### config.mk
export PLATFORM = sky130hd
export DESIGN_NAME = button_gesture
export DESIGN_NICKNAME = d
export VERILOG_FILES = /design/src/rtl/button_gesture.sv
export SDC_FILE = /design/constraint.sdc
export NUM_CORES = 1
export LEC_CHECK = 0
export BUFFER_PORTS_ARGS = -buffer_cell sky130_fd_sc_hd__buf_4
export CORE_MARGIN = 1
export CORE_UTILIZATION = 60
export CTS_CLUSTER_DIAMETER = 50
export CTS_CLUSTER_SIZE = 20
export DETAILED_ROUTE_END_ITERATION = 12
export GPL_TIMING_DRIVEN = 0
export PLACE_DENSITY = 0.78
export SKIP_LAST_GASP = 1
export SYNTH_ARGS = -nofsm -noshare
export SYNTH_HDL_FRONTEND = slang
export SYNTH_SLANG_ARGS = --single-unit
### constraint.sdc
create_clock -name clk -period 6.4 [get_ports clk]
set_clock_uncertainty 0.05 [all_clocks]
set_input_delay 0.64 -clock clk [delete_from_list [all_inputs] [get_ports clk]]
set_output_delay 0.64 -clock clk [all_outputs]
set_load 0.01 [all_outputs]
### src/rtl/button_gesture.sv
// Classifies a debounced button level into press/release/short/long/double one-cycle pulses.
// Define BUTTON_GESTURE_AUTOREPEAT_EN to add repeat_pulse autorepeat while a long press is held.
module button_gesture #(
    parameter int   LONG_CYCLES   = 50000000,
    parameter int   DOUBLE_CYCLES = 15000000,
    parameter int   REPEAT_CYCLES = 10000000,
    parameter logic ACTIVE_LEVEL  = 1'b1
) (
    input  logic clk,
    input  logic rst,
    input  logic in,
    output logic pressed,
    output logic press_pulse,
    output logic release_pulse,
    output logic short_press,
    output logic long_press,
    output logic double_press,
    output logic repeat_pulse
);

    localparam int MAX_LD  = (LONG_CYCLES > DOUBLE_CYCLES) ? LONG_CYCLES : DOUBLE_CYCLES;
    localparam int MAX_ALL = (MAX_LD > REPEAT_CYCLES) ? MAX_LD : REPEAT_CYCLES;
    localparam int CW      = $clog2(MAX_ALL) + 1;

    localparam logic [CW-1:0] CNT_ZERO = '0;
    localparam logic [CW-1:0] CNT_ONE  = CW'(1);
    localparam logic [CW-1:0] CNT_MAX  = '1;
    localparam logic [CW-1:0] LONG_C   = CW'(LONG_CYCLES);
    localparam logic [CW-1:0] DOUBLE_C = CW'(DOUBLE_CYCLES);
`ifdef BUTTON_GESTURE_AUTOREPEAT_EN
    localparam logic [CW-1:0] REPEAT_C = CW'(REPEAT_CYCLES);
`endif

    typedef enum logic [2:0] {
        IDLE  = 3'd0,
        HELD1 = 3'd1,
        LONG  = 3'd2,
        GAP   = 3'd3,
        HELD2 = 3'd4
    } state_t;

    state_t        state;
    state_t        state_next;
    logic [CW-1:0] cnt;
    logic [CW-1:0] cnt_next;
    logic [CW-1:0] cnt_inc;
    logic          in_q;
    logic          lvl;
    logic          lvl_prev;
    logic          short_next;
    logic          long_next;
    logic          double_next;
`ifdef BUTTON_GESTURE_AUTOREPEAT_EN
    logic          repeat_next;
`endif

    assign lvl     = (in_q == ACTIVE_LEVEL);
    // lvl_prev is lvl delayed by one edge, which is exactly the pressed level.
    assign pressed = lvl_prev;

    always_ff @(posedge clk or posedge rst) begin
        if (rst) begin
            state         <= IDLE;
            cnt           <= CNT_ZERO;
            in_q          <= ~ACTIVE_LEVEL;
            lvl_prev      <= 1'b0;
            press_pulse   <= 1'b0;
            release_pulse <= 1'b0;
            short_press   <= 1'b0;
            long_press    <= 1'b0;
            double_press  <= 1'b0;
        end else begin
            state         <= state_next;
            cnt           <= cnt_next;
            in_q          <= in;
            lvl_prev      <= lvl;
            press_pulse   <= lvl & ~lvl_prev;
            release_pulse <= ~lvl & lvl_prev;
            short_press   <= short_next;
            long_press    <= long_next;
            double_press  <= double_next;
        end
    end

`ifdef BUTTON_GESTURE_AUTOREPEAT_EN
    always_ff @(posedge clk or posedge rst) begin
        if (rst) begin
            repeat_pulse <= 1'b0;
        end else begin
            repeat_pulse <= repeat_next;
        end
    end
`else
    assign repeat_pulse = 1'b0;
`endif

    always_comb begin
        state_next  = state;
        cnt_next    = cnt;
        short_next  = 1'b0;
        long_next   = 1'b0;
        double_next = 1'b0;
`ifdef BUTTON_GESTURE_AUTOREPEAT_EN
        repeat_next = 1'b0;
`endif
        // Saturating increment so the counter can never wrap.
        cnt_inc = (cnt == CNT_MAX) ? cnt : cnt + CNT_ONE;

        case (state)
            IDLE: begin
                if (lvl) begin
                    state_next = HELD1;
                    cnt_next   = CNT_ONE;
                end
            end
            HELD1: begin
                if (!lvl) begin
                    state_next = GAP;
                    cnt_next   = CNT_ONE;
                end else if (cnt_inc >= LONG_C) begin
                    long_next  = 1'b1;
                    state_next = LONG;
`ifdef BUTTON_GESTURE_AUTOREPEAT_EN
                    cnt_next   = CNT_ONE;
`else
                    cnt_next   = CNT_ZERO;
`endif
                end else begin
                    cnt_next = cnt_inc;
                end
            end
            LONG: begin
                if (!lvl) begin
                    state_next = IDLE;
                    cnt_next   = CNT_ZERO;
                end
`ifdef BUTTON_GESTURE_AUTOREPEAT_EN
                // Counter already sits at the period value when the repeat is decided.
                else if (cnt >= REPEAT_C) begin
                    repeat_next = 1'b1;
                    cnt_next    = CNT_ONE;
                end else begin
                    cnt_next = cnt_inc;
                end
`endif
            end
            GAP: begin
                if (lvl) begin
                    state_next = HELD2;
                    cnt_next   = CNT_ZERO;
                end else if (cnt_inc >= DOUBLE_C) begin
                    short_next = 1'b1;
                    state_next = IDLE;
                    cnt_next   = CNT_ZERO;
                end else begin
                    cnt_next = cnt_inc;
                end
            end
            HELD2: begin
                if (!lvl) begin
                    double_next = 1'b1;
                    state_next  = IDLE;
                    cnt_next    = CNT_ZERO;
                end
            end
            default: begin
                state_next = IDLE;
                cnt_next   = CNT_ZERO;
            end
        endcase
    end

endmodule

# ---- Word-level counts from Yosys, hierarchy flattened
# Cells that the tools add are included.
dict set report word_totals {
  regBits 37
  inputBits 3
  out_inout_bits 7
}
dict set report op_classes {
  n_addsub 1
  order_cmp 2
  eq_ne 9
  n_mux 23
  n_bitwise 4
  n_reduce_logical 4
}
# cell n
set ops {}
lappend ops {{2-to-1 mux 27 bit} 7}
lappend ops {{case mux 27 bit (4 select lines)} 1}
lappend ops {{adder 27 x 1 -> 27 bit, second input constant} 1}
lappend ops {{equality test 27 bit, second input constant} 1}
lappend ops {{greater-or-equal comparator 27 x 24 -> 1 bit, second input constant} 1}
lappend ops {{greater-or-equal comparator 27 x 26 -> 1 bit, second input constant} 1}
lappend ops {{2-to-1 mux 3 bit} 6}
lappend ops {{case mux 3 bit (4 select lines)} 1}
lappend ops {{2-to-1 mux 1 bit} 8}
lappend ops {{equality test 3 x 2 -> 1 bit, second input constant} 2}
lappend ops {{inequality test 3 bit, second input constant} 2}
lappend ops {{inequality test 2 bit, second input constant} 2}
lappend ops {{AND reduction 4 bit} 1}
lappend ops {{equality test 3 x 1 -> 1 bit, second input constant} 1}
lappend ops {{equality test 3 bit, second input constant} 1}
lappend ops {{logical NOT 3 bit} 1}
lappend ops {{AND 1 bit} 2}
lappend ops {{inverter 1 bit} 2}
lappend ops {{AND reduction 2 bit} 1}
lappend ops {{OR reduction 2 bit} 1}

# ---- Depth between registers and ports, before layout
# Gate-level depths: netlist (run 1).
dict set report logic_depth {
  depth_word 6
  depth_mapped 14
  depth_no_buf 11
}

# ---- Worst setup path after synthesis (run 1)
# OpenSTA, ideal clock, no wires.
dict set report synth_path {
  kind {reg2reg}
  from {register cnt[0]}
  to {register cnt[23]}
  arrival_ns 2.950
  required_time_ns 6.268
  path_slack_ns 3.318
  stages_incl_launch_ff 15
  path_buffers 3
  period_less_slack_ns 3.082
  path_cell_list {dfrtp_1 ha_1 nand4_1 or2_4 buf_6 nor4_1 xnor2_1 nand4_1 a221o_1 a211o_1 o21bai_4 buf_6 buf_6 nand2_1 a31oi_1}
}
dict set report synth_between {
  elab_chain_len 6
}
# element line
set synth_rtl {}
lappend synth_rtl {{start: declaration} 44} ;# logic [CW-1:0] cnt;
lappend synth_rtl {{start signal: assignment} 74} ;# cnt <= cnt_next;
lappend synth_rtl {{adder 27 x 1 -> 27 bit or equality test 27 bit (tied branches)} 107} ;# cnt_inc = (cnt == CNT_MAX) ? cnt : cnt + CNT_ONE;
lappend synth_rtl {{2-to-1 mux 27 bit *} 107}
lappend synth_rtl {{greater-or-equal comparator 27 x 24 -> 1 bit or greater-or-equal comparator 27 x 26 -> 1 bit (tied branches)} {151, 120}}
lappend synth_rtl {{2-to-1 mux 27 bit, on equally long branches} {151, 120}}
lappend synth_rtl {{2-to-1 mux 27 bit, on equally long branches} {148, 117}}
lappend synth_rtl {{case mux 27 bit (4 select lines) *} 109} ;# case (state)
# Mark *: on every way between the ends. The rest lies on a longest branch, timed or not.
# A chain may end at the register's enable or synchronous reset.

# ---- Worst setup path in the final report (run 1)
dict set report layout_path {
  from {register cnt[0]}
  to {register cnt[4]}
}
# Same word-level chain as after synthesis.

==> results of run 1 <==
[kinds of logic (layout without fill, tap and decap cells)]
logic type,Yosys count,after routing,synth area share
mux,3,3,0.01138
xor+xnor,8,8,0.02550
fa+ha+maj,1,1,0.004553
simple gates,145,145,0.2960
flops,37,37,0.3370
compound gates,105,105,0.2628
buf+inv,33,50,0.06147
other cells,1,1,0.001365
[synth_stat cells (3+ instances only)]
library cell	count
a31oi_1	10
a21o_1	3
a21boi_0	3
nor4_1	7
and3_1	4
nor3_1	13
nor2b_1	7
clkbuf_2	3
and2_1	7
clkbuf_1	8
o31ai_1	6
nand3_1	15
inv_1	9
o21ai_0	27
o221ai_1	3
xnor2_1	6
buf_6	4
a221o_1	3
nor2_1	25
dfrtp_1	37
buf_2	6
nand4_1	10
a22o_1	3
a211oi_1	3
nand2_1	31
and4_1	6
a21oi_1	19
or3_1	5
o21a_1	3
a211o_1	3
[final timing paths]
kind,cells past startpoint,slack [ns],to
worst min-delay path,0,0.38,pressed
worst min register to register,0,0.38,pressed
max in group asynchronous,3,5.37,cnt[11]
worst max register to register,14,2.60,cnt[4]
worst max-delay path,14,2.60,cnt[4]
min in group asynchronous,2,0.39,cnt[21]
[through the flow]
stage / worst slack (ns) / hold WS, ns / utilization / cell area, um2 / cells
after floorplan: 3.318 / 0.3270 / - / 2748 / 333
after global placement: 2.712 / 0.3557 / 0.6553 / 2873 / 393
after detailed placement: 2.735 / 0.3624 / 0.6615 / 2900 / 394
after CTS: 2.694 / 0.3823 / 0.6812 / 2987 / 402
after global routing: 2.411 / 0.3837 / 0.6812 / 2987 / 402
final: 2.596 / 0.3836 / 0.6812 / 2987 / 402
[power by group]
group	switching [mW]	internal, mW
combinational	0.157	0.0806
sequential	0.0190	0.252
clock	0.0914	0.0752
total	0.267	0.408
[state kept, by name, indices dropped and copies added, names as in the netlist]
register       cells
short_press        1
pressed            1
cnt               27
long_press         1
press_pulse        1
state              3
double_press       1
in_q               1
release_pulse      1
[routing by layer]
| layer | track usage | wire length (um) | vias to the layer above |
|---|---|---|---|
| li1 | - | - | 1283 |
| met1 | 0.4493 | 3210 | 1247 |
| met2 | 0.4919 | 3363 | 127 |
| met3 | 0.05814 | 573 | 26 |
| met4 | 0.1089 | 195 | 0 |
| met5 | 0 | 0 | - |
[cell type report]
cell class / instances / area [um2] / area share
Buffer: 23 / 131.4 / 0.04399
Inverter: 10 / 37.54 / 0.01257
Sequential cell: 37 / 925.9 / 0.3100
Timing Repair Buffer: 9 / 87.58 / 0.02933
Multi-Input combinational cell: 263 / 1653 / 0.5534
Tap cell: 52 / 65.06 / 0.02178
Clock inverter: 3 / 17.52 / 0.005865
Clock buffer: 5 / 68.82 / 0.02304
==> key figures, run 1 <==
STA
  – Final Hold Viols: 0
  – Max-slew headroom: 0.4863
  – Final min period: 3.804 ns
  – Total negative slack: 0 ns
  – Post-route clock period utilization: 0.5944
  – Worst Tran Pin Value: 0.7647 ns
  – RSZ-0062 raised after global routing: false
  – Fin. max-slew vios: 0
  – Fmax: 0.2629 GHz
  – Setup Viol. Count Final: 0

Critical path
  – Delay of the slowest cell on the worst path: 0.53 ns
  – Crit path max-delay family: compound AO/OA/AOI/OAI gates
  – WP buf/inv: 3
  – Max stage delay cell, worst path: nor4_1
  – FF-to-FF Start: cnt[0]
  – Critical Path Sink Type: register
  – Crit-path cells: ha_1 > nand4_1 > or2_4 > buf_6 > nor4_1 > a21oi_1 > o221ai_1 > a31oi_1 > a211o_1 > o21bai_4 > buf_6 > buf_6 > a21oi_1 > a31oi_1
  – Worst Setup Path Type: reg2reg
  – Critical path fanouts, max: 10
  – Critical Path AT: 3.97 ns
  – Worst EP required: 6.56 ns
  – Crit path top cell by count: buf_6
  – CP startpoint: cnt[0]
  – Type of origin of the critical path: register

Clocking
  – Root buf cell: clkbuf_8
  – TritonCTS Sinks: 37
  – Post-cts resize count: 0
  – Clk_lat worst skew: 0.30 ns
  – Num CTS Buffers: 5
  – Reg clk slew, reported paths: 0.08 ns
  – Post-CTS setup buffer count: 0
  – # hold bufs at CTS: 0
  – Clock buffer depth: 2
  – CTS tree: yes
  – H-tree depth: 2

Drt
  – Via/cell ratio: 6.674
  – First-pass DRT Iterations: 5
  – Final wirelength: 7343 um
  – Via count of the routed design: 2,683
  – Wire length per cell: 18.27 um
  – DR DRC count: 0
  – DR iter-0 viols: 372
  – Post-route antenna net violation count: 0

Synth
  – Synth warn: 0
  – Post-synth EDFFs: 0
  – Syn_nets: 337
  – Synthesized flop and latch total: 37
  – Post-synth ARST share: 1.000
  – Synth top area share: 0.3370
  – Mapped Cells: 333
  – Post-synth top flop: dfrtp_1
  – Netlist Area Pre-Place: 2748 um2
  – Unique masters post-synth: 69
  – Register area share after synthesis: 0.3370
  – Synth area leader: dfrtp_1
  – Synth area leaders: dfrtp_1 (34%), o21ai_0 (4.9%), nand2_1 (4.2%)
  – Avg Synthesized Cell Area: 8.251 um2

Placed design
  – Post-DP HPWL: 5266 um
  – Routability cong.: 0.9711
  – I/O Buffers: 8

Hold path
  – Min-delay src: in_q
  – Min-Delay Path Class: reg2reg

Floorplan
  – Row Count: 24
  – Full die area: 4854 um2
  – Die Ht: 69.67 um
  – Die Wd: 69.67 um
  – Core area: 4384 um2
  – Initial Utilization: 0.6267
  – I/O Pins: 10

Cells and area
  – FILL cells: 376
  – Share of cells above drive strength 1: 0.1257
  – Most common cell after layout, fill and taps aside: dfrtp_1
  – Nets@finish: 353
  – Synthesis-to-layout area growth: 8.697%
  – Commonest cells after routing, fill and taps aside: dfrtp_1 (37), nand2_1 (31), o21ai_0 (27)
  – N_diodes: 0

Global routing
  – GRT Total Usage: 0.3179
  – Largest net degree at the start of global routing: 24
  – Total congestion overflow: 0
  – Vias in the first global route: 2,515
  – Initial antenna violation count: 0
  – First-pass GRT wire length: 12,190 um

Power and ir drop
  – Peak VDD IR: 0.0002903 V
  – Static leakage: 1.208 nW
  – Tot Pwr: 0.6747 mW
  – Pwr dens: 225.9 nW/um2

Run
  – Max-Cap Viols: 0

Outcome
  – Status: completed
Note: power is estimated with default switching activity, not from simulation.
==> run 2: changes to the inputs <==
ABC_AREA = 1   (was not set)
CORE_UTILIZATION = 56   (was 60)
PLACE_DENSITY = 0.76   (was 0.78)
clock period = 3.3 ns   (was 6.4 ns; I/O delays follow)
==> run 2 against run 1 <==
Critical path depth increased by 5. Final cell count is 30% higher. Total power up 110%. Cell area is 3.1% higher. Via count up 3.8%. Sequential cell count unchanged. Critical path type unchanged. Register-to-register slack got worse by 2.4 ns. Hold slack worse by 0.32 ns. Global-route usage fell by 1.7 points. Synthesized area grew 2.5%. Largest power group is now combinational logic. Die area is 9.5% higher. Largest cell class unchanged.
==> key figures, run 2 <==
Floorplan
  – Full die area: 5314 um2 (was 4854 um2)
  – Die Ht: 72.90 um (was 69.67 um)
  – I/O Pins: 10 (unchanged)
  – Core area: 4786 um2 (was 4384 um2)
  – Die Wd: 72.90 um (was 69.67 um)
  – Initial Utilization: 0.5882 (was 0.6267)
  – Row Count: 25 (was 24)

Synth
  – Unique masters post-synth: 32 (was 69)
  – Commonest cells in the netlist: nand2_1 (186), nor2_1 (58), inv_1 (43), dfrtp_1 (37), nand3_1 (37) (was dfrtp_1 (37), nand2_1 (31), o21ai_0 (27), nor2_1 (25), a21oi_1 (19))
  – Synthesized flop and latch total: 37 (unchanged)
  – Register area share after synthesis: 0.3289 (was 0.3370)
  – Synth Area in Adders: 0.004444 (was 0.004554)
  – Post-synthesis compound-gate area fraction: 0.03467 (was 0.2628)
  – Post-Synth XOR/XNOR Area: 0.01867 (was 0.02550)
  – Post-synthesis mux area share: 0 (was 0.01138)
  – Post-synth ARST share: 1.000 (unchanged)
  – Post-Synth Simple-Gate Area: 0.5258 (was 0.2960)
  – Post-synth top flop: dfrtp_1 (unchanged)
  – Syn_nets: 445 (was 337)
  – Synth warn: 0 (unchanged)
  – Synth top area share: 0.3289 (was 0.3370)
  – Synth area leader: dfrtp_1 (unchanged)
  – Netlist Area Pre-Place: 2815 um2 (was 2748 um2)
  – Largest family of logic cells by synthesized area: simple AND/OR/NAND/NOR gates (unchanged)
  – Avg Synthesized Cell Area: 6.384 um2 (was 8.251 um2)
  – Post-synth EDFFs: 0 (unchanged)
  – Mapped Cells: 441 (was 333)
  – Most common cell in the netlist: nand2_1 (was dfrtp_1)
  – Synth area leaders: dfrtp_1 (33%), nand2_1 (25%), nor2_1 (7.7%) (was dfrtp_1 (34%), o21ai_0 (4.9%), nand2_1 (4.2%))

Clocking
  – Reg clk slew, reported paths: 0.07 ns (was 0.08 ns)
  – Clock buffer depth: 2 (unchanged)
  – H-tree depth: 2 (unchanged)
  – Root buf cell: clkbuf_8 (unchanged)
  – Clk_lat worst skew: 0.30 ns (about the same)
  – TritonCTS Sinks: 37 (unchanged)
  – Post-CTS setup buffer count: 0 (unchanged)
  – # hold bufs at CTS: 0 (unchanged)
  – Num CTS Buffers: 5 (unchanged)
  – CTS tree: yes (unchanged)

STA
  – Worst Tran Pin Value: 0.6275 ns (was 0.7647 ns)
  – Fmax: 0.3264 GHz (was 0.2629 GHz)
  – Final Hold Viols: 0 (unchanged)
  – Max-slew headroom: 0.5812 (was 0.4863)
  – RSZ-0062 raised after global routing: false (unchanged)
  – Setup Viol. Count Final: 0 (unchanged)
  – Total negative slack: 0 ns (unchanged)
  – Fin. max-slew vios: 0 (unchanged)
  – Min Hold Slack: 0.06450 ns (was 0.3836 ns)
  – Post-route clock period utilization: 0.9285 (was 0.5944)
  – Final min period: 3.064 ns (was 3.804 ns)

Critical path
  – Reg2reg setup slack: 0.24 ns (was 2.60 ns)
  – Worst Setup EP: cnt[11] (was cnt[4])
  – CP startpoint: cnt[1] (was cnt[0])
  – Reg-to-reg endpoint: cnt[11] (was cnt[4])
  – Critical path fanouts, max: 10 (unchanged)
  – FF-to-FF Start: cnt[1] (was cnt[0])
  – FF-to-FF path depth: 19 (was 14)
  – Type of origin of the critical path: register (unchanged)
  – Critical Path AT: 3.20 ns (was 3.97 ns)
  – Critical Path Sink Type: register (unchanged)
  – Worst Setup Path Type: reg2reg (unchanged)
  – Worst EP required: 3.43 ns (was 6.56 ns)

Drt
  – Wire length per cell: 13.85 um (was 18.27 um)
  – DR DRC count: 0 (unchanged)
  – Final wirelength: 7259 um (was 7343 um)
  – DR iter-0 viols: 213 (was 372)
  – Via/cell ratio: 5.313 (was 6.674)
  – First-pass DRT Iterations: 5 (unchanged)
  – Post-route antenna net violation count: 0 (unchanged)
  – Via count of the routed design: 2,784 (was 2,683)

Global routing
  – Initial antenna violation count: 0 (unchanged)
  – GRT Total Usage: 0.3014 (was 0.3179)
  – Vias in the first global route: 2,451 (was 2,515)
  – First-pass GRT wire length: 11,930 um (was 12,190 um)
  – Total congestion overflow: 0 (unchanged)
  – Largest net degree at the start of global routing: 25 (was 24)

Placed design
  – I/O Buffers: 8 (unchanged)
  – Routability cong.: 0.9424 (was 0.9711)
  – Placed inst area: 2987 um2 (was 2900 um2)
  – Post-DP HPWL: 5514 um (was 5266 um)

Cells and area
  – Commonest cells after routing, fill and taps aside: nand2_1 (186), nor2_1 (57), inv_1 (42) (was dfrtp_1 (37), nand2_1 (31), o21ai_0 (27))
  – Largest registers: cnt (27), state (3) (unchanged)
  – Number of flip-flops in the largest register: 27 (unchanged)
  – Synthesis-to-layout area growth: 9.333% (was 8.697%)
  – FILL cells: 443 (was 376)
  – Final instance area: 3078 um2 (was 2987 um2)
  – N_diodes: 0 (unchanged)
  – Share of cells above drive strength 1: 0.1225 (was 0.1257)
  – Final core occ: 0.6431 (was 0.6812)
  – Reg with most FFs: cnt (unchanged)
  – Most common cell after layout, fill and taps aside: nand2_1 (was dfrtp_1)
  – Nets@finish: 461 (was 353)

Power and ir drop
  – Pwr dens: 450.1 nW/um2 (was 225.9 nW/um2)
  – Static leakage: 1.586 nW (was 1.208 nW)
  – Tot Pwr: 1.385 mW (was 0.6747 mW)
  – Peak VDD IR: 0.0003989 V (was 0.0002903 V)

Hold path
  – Min-Delay Path Class: in2async (was reg2reg)

Outcome
  – Status: completed (unchanged)

Run
  – Max-Cap Viols: 0 (unchanged)
-- run 2: cell count changes in the layout (fill, tap and decap cells not counted), moves of 16 or more --
cell / change
a21oi_1: -16
inv_1: +33
nand2_1: +155
nand3_1: +22
nor2_1: +32
o21ai_0: -21
-- run 2: critical path: stages (launching register included) --
cell and delay (ns):
dfrtp_1 0.43, ha_2 0.29, nand2_2 0.09, nor2_4 0.23, nand2_4 0.10, nor2_4 0.20
nand3_4 0.19, buf_6 0.20, nand2_2 0.09, nand2_1 0.07, inv_1 0.08, nand2_1 0.05
nor2_1 0.12, nand3_1 0.12, and3_4 0.19, nand2_4 0.08, nand2_4 0.08, buf_6 0.15
nand3_1 0.07, nand2_1 0.06
-- run 2: final cells by class --
| cell class | instances | area (um2) | share of cell area |
|---|---|---|---|
| multi-input combinational | 350 | 1652 | 0.5366 |
| sequential | 37 | 925.9 | 0.3008 |
| inverter | 44 | 165.2 | 0.05366 |
| timing repair buffer | 9 | 87.58 | 0.02846 |
| clock buffer | 7 | 86.33 | 0.02805 |
| tap | 67 | 83.83 | 0.02724 |
| buffer | 10 | 77.57 | 0.02520 |
-- run 2: cells by family (layout without fill, tap and decap cells) --
family          Yosys count  count (layout)
xor+xnor                  6               6
simple gates            326             326
other cells               1               1
buf+inv                  54              70
compound gates           16              16
flops                    37              37
fa+ha+maj                 1               1
-- run 2: report_power, final --
part	switching (mW)	internal [mW]	leakage, nW
Clock	0.160	0.166	0.0443
Sequential	0.0274	0.485	0.505
Combinational	0.397	0.150	1.04
-- run 2: worst min-delay path by stage --
stage,endpoint,slack [ns],startpoint,cells after the start
CTS,cnt[17],0.08,rst,2
finish,cnt[23],0.06,rst,2
global placement,press_pulse,0.39,pressed,1
floorplan,in_q,0.31,in,0
global route,in_q,0.08,in,1
detailed placement,press_pulse,0.39,pressed,1
-- run 2: through the flow --
stage / cells / setup slack (ns)
floorplan: 441 / 0.8148
global placement: 516 / 0.2668
detailed placement: 517 / 0.2101
CTS: 524 / 0.1844
global route: 524 / 0.02895
finish: 524 / 0.2358
-- run 2: per-layer routing --
layer	global-route usage	wire length, um
met5	0	0
met4	0.1133	110
met3	0.04282	394
met2	0.4663	3352
met1	0.4276	3402
-- run 2: what timing repair did --
item	4_1_cts	5_1_grt
hold endpoints to repair	0	0
resized for setup	0	3
endpoints found under the setup margin	0	20
